## src/rtl/fetch_queue_if.sv

```systemverilog
// Fetch-to-decode queue bus: fetch push side, decode pop side, redirect flush and occupancy.
// master = fetch/decode environment, slave = the queue itself.
interface fetch_queue_if #(
  parameter int DEPTH = 4
);
  logic                     in_valid;
  logic [31:0]              in_pc;
  logic [31:0]              in_instr;
  logic                     in_ready;
  logic                     out_valid;
  logic [31:0]              out_pc;
  logic [31:0]              out_instr;
  logic                     out_ready;
  logic                     flush;
  logic [$clog2(DEPTH):0]   count;

  modport master (
    output in_valid, in_pc, in_instr, out_ready, flush,
    input  in_ready, out_valid, out_pc, out_instr, count
  );

  modport slave (
    input  in_valid, in_pc, in_instr, out_ready, flush,
    output in_ready, out_valid, out_pc, out_instr, count
  );
endinterface

```

## src/rtl/fetch_queue.sv

```systemverilog
// Circular {pc, instr} FIFO between fetch and decode; flush drops every queued entry.
// Optional FETCHQ_ALIGN_CHK_EN adds a sticky misalign_err for pushes with pc[1:0] != 0.
module fetch_queue #(
  parameter  int DEPTH = 4,
  localparam int CNT_W = $clog2(DEPTH) + 1,
  localparam int PTR_W = $clog2(DEPTH)
) (
  input  logic          clk,
  input  logic          rst,
  fetch_queue_if.slave  q
`ifdef FETCHQ_ALIGN_CHK_EN
  , output logic        misalign_err
`endif
);
  localparam logic [31:0] NOP = 32'h00000013;

  logic [31:0]      mem_pc    [DEPTH];
  logic [31:0]      mem_instr [DEPTH];
  logic [PTR_W-1:0] wr_ptr;
  logic [PTR_W-1:0] rd_ptr;
  logic [CNT_W-1:0] count;
  logic             in_ready;
  logic             out_valid;
  logic             push;
  logic             pop;

  // Full/empty come only from the registered count, never from flush or the inputs.
  assign in_ready    = (count != CNT_W'(DEPTH));
  assign out_valid   = (count != '0);
  assign push        = q.in_valid & in_ready;
  assign pop         = out_valid & q.out_ready;

  assign q.in_ready  = in_ready;
  assign q.out_valid = out_valid;
  assign q.count     = count;
  assign q.out_pc    = out_valid ? mem_pc[rd_ptr]    : '0;
  assign q.out_instr = out_valid ? mem_instr[rd_ptr] : NOP;

  always_ff @(posedge clk or posedge rst) begin
    if (rst) begin
      wr_ptr <= '0;
      rd_ptr <= '0;
      count  <= '0;
    end else if (q.flush) begin
      wr_ptr <= '0;
      rd_ptr <= '0;
      count  <= '0;
    end else begin
      if (push) wr_ptr <= wr_ptr + PTR_W'(1);
      if (pop)  rd_ptr <= rd_ptr + PTR_W'(1);
      case ({push, pop})
        2'b10:   count <= count + CNT_W'(1);
        2'b01:   count <= count - CNT_W'(1);
        default: count <= count;
      endcase
    end
  end

  // Storage is not cleared on flush; the zeroed pointers hide stale entries.
  always_ff @(posedge clk or posedge rst) begin
    if (rst) begin
      for (int i = 0; i < DEPTH; i++) begin
        mem_pc[i]    <= '0;
        mem_instr[i] <= '0;
      end
    end else if (push && !q.flush) begin
      mem_pc[wr_ptr]    <= q.in_pc;
      mem_instr[wr_ptr] <= q.in_instr;
    end
  end

`ifdef FETCHQ_ALIGN_CHK_EN
  always_ff @(posedge clk or posedge rst) begin
    if (rst)                                 misalign_err <= 1'b0;
    else if (q.flush)                        misalign_err <= 1'b0;
    else if (push && (q.in_pc[1:0] != 2'b00)) misalign_err <= 1'b1;
  end
`endif
endmodule

```

## src/flat_wrapper.sv

```systemverilog
// flat-port wrapper written by rule: the top's interface ports become plain ports
module fetch_queue_flat 
#(
  parameter  int DEPTH = 4,
  localparam int CNT_W = $clog2(DEPTH) + 1,
  localparam int PTR_W = $clog2(DEPTH)
)
  (clk, rst, q_in_valid, q_in_pc, q_in_instr, q_out_ready, q_flush, q_in_ready, q_out_valid, q_out_pc, q_out_instr, q_count);
  fetch_queue_if #(.DEPTH(DEPTH)) q_i ();
  input  logic clk;
  input  logic rst;
  input wire logic [$bits(q_i.in_valid)-1:0] q_in_valid;
  input wire logic [$bits(q_i.in_pc)-1:0] q_in_pc;
  input wire logic [$bits(q_i.in_instr)-1:0] q_in_instr;
  input wire logic [$bits(q_i.out_ready)-1:0] q_out_ready;
  input wire logic [$bits(q_i.flush)-1:0] q_flush;
  output wire logic [$bits(q_i.in_ready)-1:0] q_in_ready;
  output wire logic [$bits(q_i.out_valid)-1:0] q_out_valid;
  output wire logic [$bits(q_i.out_pc)-1:0] q_out_pc;
  output wire logic [$bits(q_i.out_instr)-1:0] q_out_instr;
  output wire logic [$bits(q_i.count)-1:0] q_count;
  assign q_i.in_valid = q_in_valid;
  assign q_i.in_pc = q_in_pc;
  assign q_i.in_instr = q_in_instr;
  assign q_i.out_ready = q_out_ready;
  assign q_i.flush = q_flush;
  assign q_in_ready = q_i.in_ready;
  assign q_out_valid = q_i.out_valid;
  assign q_out_pc = q_i.out_pc;
  assign q_out_instr = q_i.out_instr;
  assign q_count = q_i.count;
  fetch_queue #(.DEPTH(DEPTH)) u_core (.clk(clk), .rst(rst), .q(q_i));
endmodule
```

## config.mk

```make
export PLATFORM = sky130hd
export DESIGN_NAME = fetch_queue_flat
export DESIGN_NICKNAME = d
export VERILOG_FILES = /design/src/rtl/fetch_queue_if.sv /design/src/rtl/fetch_queue.sv /design/src/flat_wrapper.sv
export SDC_FILE = /design/constraint.sdc
export NUM_CORES = 1
export LEC_CHECK = 0
export ABC_AREA = 1
export BUFFER_PORTS_ARGS = -buffer_cell sky130_fd_sc_hd__buf_2
export CORE_ASPECT_RATIO = 1.25
export CORE_MARGIN = 3
export CORE_UTILIZATION = 50
export CTS_BUF_LIST = sky130_fd_sc_hd__clkbuf_16
export DETAILED_ROUTE_END_ITERATION = 8
export PLACE_DENSITY_LB_ADDON = 0.1
export SYNTH_ARGS = -nofsm -noshare
export SYNTH_HDL_FRONTEND = slang
export SYNTH_SLANG_ARGS = --single-unit
export TNS_END_PERCENT = 20
```

## constraint.sdc

```tcl
create_clock -name clk -period 9.35 [get_ports clk]
set_clock_uncertainty 0.15 [all_clocks]
set_input_delay 1.4025 -clock clk [delete_from_list [all_inputs] [get_ports clk]]
set_output_delay 1.4025 -clock clk [all_outputs]
set_load 0.01 [all_outputs]
```

Word level (Yosys, flattened, before mapping)
Index checks and enable logic that the tools add are counted.
{ "word_totals": {"register_bits": 263, "input_bits": 69, "out_inout_bits": 69, "word_cells": 50} }
{ "classes": {"n_reduce_logical": 7, "eq_ne": 3, "magnitude_cmp": 3, "bitwise": 4, "add_sub_neg": 4, "mux": 18} }
{ "op_table": {"columns": ["op", "n"], "rows": [
  ["$bwmux W128", 2],
  ["$mux W32", 7],
  ["$bmux W32 S2", 2],
  ["$demux W32 S2", 1],
  ["$mux W2", 4],
  ["$ge A3 B3 Y1 const B", 2],
  ["$not A2 Y3", 2],
  ["$pmux W3 S2", 1],
  ["$reduce_bool A3 Y1", 2],
  ["$add A2 B1 Y2 const B", 2],
  ["$reduce_bool A2 Y1", 2],
  ["$add A3 B1 Y3 const B", 1],
  ["$lt A3 B1 Y1 const B", 1],
  ["$mux W3", 1],
  ["$ne A3 B3 Y1 const B", 1],
  ["$sub A3 B1 Y3 const B", 1],
  ["$and A1 B1 Y1", 2],
  ["$eq A2 B1 Y1 const B", 1],
  ["$eq A2 B2 Y1 const B", 1],
  ["$logic_and A1 B1 Y1", 2],
  ["$logic_not A1 Y1", 1]
]} }

Depth between registers and ports, before layout
{ "depth": {"depth_word": 6, "mapped_depth": 12, "mapped_depth_nobuf": 12} }

Worst setup path after synthesis
No wires, ideal clock.
{ "synth_timing": {"kind": "reg-to-output", "startpoint": "reg u_core.count[0] (netlist: u_core.q.count[0])", "endpoint": "out q_out_instr[10]", "t_arrival_ns": 1.352, "path_slack_ns": 6.446, "t_required_ns": 7.797, "stages_incl_launch_ff": 6, "path_buffers": 1, "cell_sequence": "dfrtp_1 -> nor2_2 -> nand2_1 -> inv_2 -> clkbuf_1 -> a21oi_1"} }
{ "synth_via": {"elab_chain_len": 2} }
{ "synth_rtl": {"columns": ["item", "line_no", "rtl"], "rows": [
  ["start, declared", "fetch_queue.sv:21", "logic [CNT_W-1:0] count;"],
  ["start signal, assigned", "fetch_queue.sv:52", "2'b10: count <= count + CNT_W'(1);"],
  ["start signal, assigned", "fetch_queue.sv:53", "2'b01: count <= count - CNT_W'(1);"],
  ["start signal, assigned", "fetch_queue.sv:54", "default: count <= count;"],
  ["$reduce_bool A3 Y1", "fetch_queue.sv:29", "assign out_valid = (count != '0);"],
  ["via q_out_valid", "flat_wrapper.sv:18", "output wire logic [$bits(q_i.out_valid)-1:0] q_out_valid;"],
  ["$mux W32", "fetch_queue.sv:37", "assign q.out_instr = out_valid ? mem_instr[rd_ptr] : NOP;"],
  ["end, declared", "flat_wrapper.sv:20", "output wire logic [$bits(q_i.out_instr)-1:0] q_out_instr;"]
]} }
The timed path passes the listed nets, and every way through them passes these cells.

Worst setup path after layout
{ "layout_timing": {"startpoint": "reg u_core.rd_ptr[0]", "endpoint": "out q_out_pc[12]"} }
{ "layout_via": {"elab_chain_len": 5} }
{ "layout_rtl": {"columns": ["item", "line_no", "rtl"], "rows": [
  ["start, declared", "fetch_queue.sv:20", "logic [PTR_W-1:0] rd_ptr;"],
  ["start signal, assigned", "fetch_queue.sv:50", "if (pop) rd_ptr <= rd_ptr + PTR_W'(1);"],
  ["$not A2 Y3 (not written as such)", "fetch_queue.sv:36", "assign q.out_pc = out_valid ? mem_pc[rd_ptr] : '0;"],
  ["$bmux W32 S2", "fetch_queue.sv:36", null],
  ["$mux W32 (not written as such) (2 in series)", "fetch_queue.sv:36", null],
  ["$mux W32", "fetch_queue.sv:36", null],
  ["end, declared", "flat_wrapper.sv:19", "output wire logic [$bits(q_i.out_pc)-1:0] q_out_pc;"]
]} }
Every way passes these cells. The select of a mux whose other input is x is not followed.

==> flow_summary.toml <==
[synth]
mappedNetlistArea_um2 = 12550
synth-main-ff-cell = "sky130_fd_sc_hd__dfrtp_1"
synth_nets = 1516
synthDominantAreaCellType = "sky130_fd_sc_hd__dfrtp_1"
synth_async_sr_flop_share = 1.000
ys_warn_count = 0
post-synth-top-area-fraction = 0.5245
yosysUniqueCellTypes = 23
synth-seq-area-share = 0.5245
count_of_flip_flops_with_a_built_in_enable_after_synthesis = 0
yosys-top-cells-count = "sky130_fd_sc_hd__nand2_1, sky130_fd_sc_hd__dfrtp_1, sky130_fd_sc_hd__nor2_1, sky130_fd_sc_hd__o21ai_1, sky130_fd_sc_hd__o21ai_0"
post_synth_inst_count = 1442
synth.avg_cell_area_um2 = 8.702
ys_seq_elements = 263
synthTopCellsByArea = "sky130_fd_sc_hd__dfrtp_1, sky130_fd_sc_hd__nand2_1, sky130_fd_sc_hd__nor2_1"
synth.most_common_cell = "sky130_fd_sc_hd__nand2_1"

[sta]
final_period_minus_worst_setup_slack_ns = 4.702
setup_viol = 0
rsz0062_at_grt = "false"
setup_tns_ns = 0
report.final.hold_viol_count = 0
actual_slew_at_the_worst_max_slew_pin_ns = 1.044
slew-limit-headroom = 0.3042
layout_worst_path_cycle_share = 0.5029
timing.fmax_mhz = 212.7
final_critical_path_setup_slack_ns = 4.648
worst_hold_slack_ns = 0.3232
final_max_slew_viol_count = 0

[cts]
buffers_inserted_by_post_cts_timing_repair = 0
cts_made_buffers = 28
numClockSinks = 263
cts_root_buf = "sky130_fd_sc_hd__clkbuf_16"
cts_max_path_buffers = 3
worst_skew_pair.late_latency_ns = 0.53
post_cts_resize_count = 0
cts_tree = "done"
htree_num_levels = 1
hold_buffers = 0
cts.clk_slew.worst_paths_ns = 0.06

[setup_path]
worstSetupPathType = "reg2out"
worst-path-max-fanout = 105
crit_path_end_kind = "output pin"
critPathLaunchType = "register"
worst-endpoint-arrival_ns = 3.15
timing.critical_path.required_ns = 7.80

[drt]
drt_iter0_drc = 638
wl_um = 28990
detail_route.wl_per_cell_um = 15.54
route.vias.total = 9631
drt_first_pass_iters = 7
viasPerCell = 5.164
drc = 0
drtAntennaViolNets = 0

[power_and_ir_drop]
netSwitchingFraction = 0.3819
pwr_density_cell_nw_per_um2 = 327.8
power.leakage_nw = 6.761
p_int_mw = 2.785
switching_power_mw = 1.721
clock_power_share = 0.222
comb_power_share = 0.361
report.power.total_mw = 4.506
vdd.ir_drop.worst_mv = 0.2148
pwr-share-seq = 0.418

[floorplan]
chipWidth_um = 147.7
io_pins = 138
core_um2 = 24580
fp-row-count = 64
die_area_um2 = 27050
initial_core_util = 0.5104
dieHeight_um = 183.1

[placed_design]
placed_cell_area_um2 = 12930
dp_worst_setup_slack_ns = 5.131
place.port_buffers = 137
hpwl_um = 16420
globalplace.congestion = 0.7225

[run]
max_cap_violations = 0

[global_route]
wire_length_of_the_first_global_routing_pass_um = 48960
grt_start_max_net_pins = 145
grt_overflow = 0
grt_pass1_vias = 9540
gr-usage-all-layers = 0.2173
antenna_violations_before_repair = 2

[layout]
antenna_cells_inserted = 0
design_area_um2 = 13750
finish.net_count = 1589
drive_gt1_frac = 0.1993
areaGrowthSynthToFinish_pct = 9.562

[outcome]
outcome = "completed"

[hold_path]
worst_min_delay_path_class = "reg2reg"
==> layer usage <==
layer / up-vias / wire length (um) / track usage
met1: 4582 / 13030 / 0.2965
met5: - / 27 / 0
met4: 4 / 436 / 0.04849
met3: 31 / 1227 / 0.02669
li1: 4834 / - / -
met2: 180 / 14270 / 0.3756
==> flip-flops by register name, indices dropped and copies added, names as in the netlist <==
register	flops
u_core.mem_instr	128
u_core.mem_pc	128
u_core.q.count	3
u_core.rd_ptr	2
u_core.wr_ptr	2
==> worst max-delay path: stages, from the launching register on <==
cell and delay (ns):
sky130_fd_sc_hd__dfrtp_4 0.70, sky130_fd_sc_hd__clkinv_2 0.36, sky130_fd_sc_hd__buf_4 0.83, sky130_fd_sc_hd__o21ai_0 0.21
sky130_fd_sc_hd__a21oi_1 0.29, sky130_fd_sc_hd__buf_2 0.19
==> final cells by class <==
type	instances	area (um^2)
clock inverter	21	91.34
clock buffer	29	725.7
inverter	75	291.5
tap	330	412.9
multi-input combinational	1000	4867
sequential	263	6586
fill	2341	10840
timing repair buffer	147	773.2
==> power groups by stage <==
| stage | clock, mW | sequential [mW] | combinational (mW) |
|---|---|---|---|
| 2_1_floorplan | 0 | 1.81 | 1.25 |
| 4_1_cts | 1.03 | 1.88 | 1.66 |
| 6_report | 0.999 | 1.88 | 1.63 |
| 3_3_place_gp | 0 | 1.88 | 1.62 |
| 5_1_grt | 1.08 | 1.94 | 1.87 |
| 3_5_place_dp | 0 | 1.90 | 1.65 |
==> cell families (layout without fill, tap and decap cells) <==
family                   after synthesis  count (layout)  share of synthesized area
XOR/XNOR                               1               1                  0.0006981
buffers and inverters                179             272                    0.08765
AO/OA/AOI/OAI                        451             451                     0.2134
AND/OR/NAND/NOR                      543             543                     0.1682
adder cells (fa/ha/maj)                5               5                   0.005584
flip-flops                           263             263                     0.5245
==> path summary, 6_finish.rpt <==
path                                   start               endpoint  slack (ns)  cells after the start
min                        u_core.mem_pc[21]      u_core.mem_pc[21]        0.32                      2
max reg2reg                u_core.q.count[0]   u_core.mem_instr[40]        6.52                      8
min in group asynchronous                rst   u_core.mem_instr[54]        0.85                      2
max in group asynchronous                rst  u_core.mem_instr[126]        6.94                      3
max                         u_core.rd_ptr[0]           q_out_pc[12]        4.65                      5
min reg2reg                u_core.mem_pc[21]      u_core.mem_pc[21]        0.32                      2
==> through the flow <==
step | std cells | util
after detailed placement | 1815 | 0.5260
after global routing | 1865 | 0.5592
after CTS | 1865 | 0.5592
final | 1865 | 0.5592
after floorplan | 1442 | -
after global placement | 1815 | 0.5260
==> cells in the final DEF, fill, tap and decap left out <==
master / netlist / final
sky130_fd_sc_hd__dfrtp_1: 263 / 261
sky130_fd_sc_hd__nand2_4: 6 / 6
sky130_fd_sc_hd__nor2_1: 257 / 257
sky130_fd_sc_hd__buf_12: 0 / 1
sky130_fd_sc_hd__nor2_8: 1 / 1
sky130_fd_sc_hd__nand3b_1: 1 / 1
sky130_fd_sc_hd__a21oi_1: 64 / 64
sky130_fd_sc_hd__buf_2: 15 / 137
sky130_fd_sc_hd__xnor2_1: 1 / 1
sky130_fd_sc_hd__inv_1: 73 / 75
sky130_fd_sc_hd__dfrtp_4: 0 / 1
sky130_fd_sc_hd__clkinv_2: 0 / 8
sky130_fd_sc_hd__nor2_2: 1 / 1
sky130_fd_sc_hd__nand3_1: 4 / 4
sky130_fd_sc_hd__nand2_1: 273 / 273
sky130_fd_sc_hd__inv_6: 0 / 1
sky130_fd_sc_hd__inv_2: 2 / 1
sky130_fd_sc_hd__fa_1: 1 / 1
sky130_fd_sc_hd__clkinv_1: 0 / 10
sky130_fd_sc_hd__o21ai_0: 128 / 128
sky130_fd_sc_hd__o21ai_2: 109 / 109
sky130_fd_sc_hd__o311ai_0: 3 / 3
sky130_fd_sc_hd__clkbuf_16: 0 / 29
sky130_fd_sc_hd__dfrtp_2: 0 / 1
sky130_fd_sc_hd__ha_1: 4 / 4
sky130_fd_sc_hd__o21ai_1: 147 / 147
sky130_fd_sc_hd__buf_4: 5 / 9
sky130_fd_sc_hd__inv_8: 0 / 1
Power figures use the tool's default switching activity.
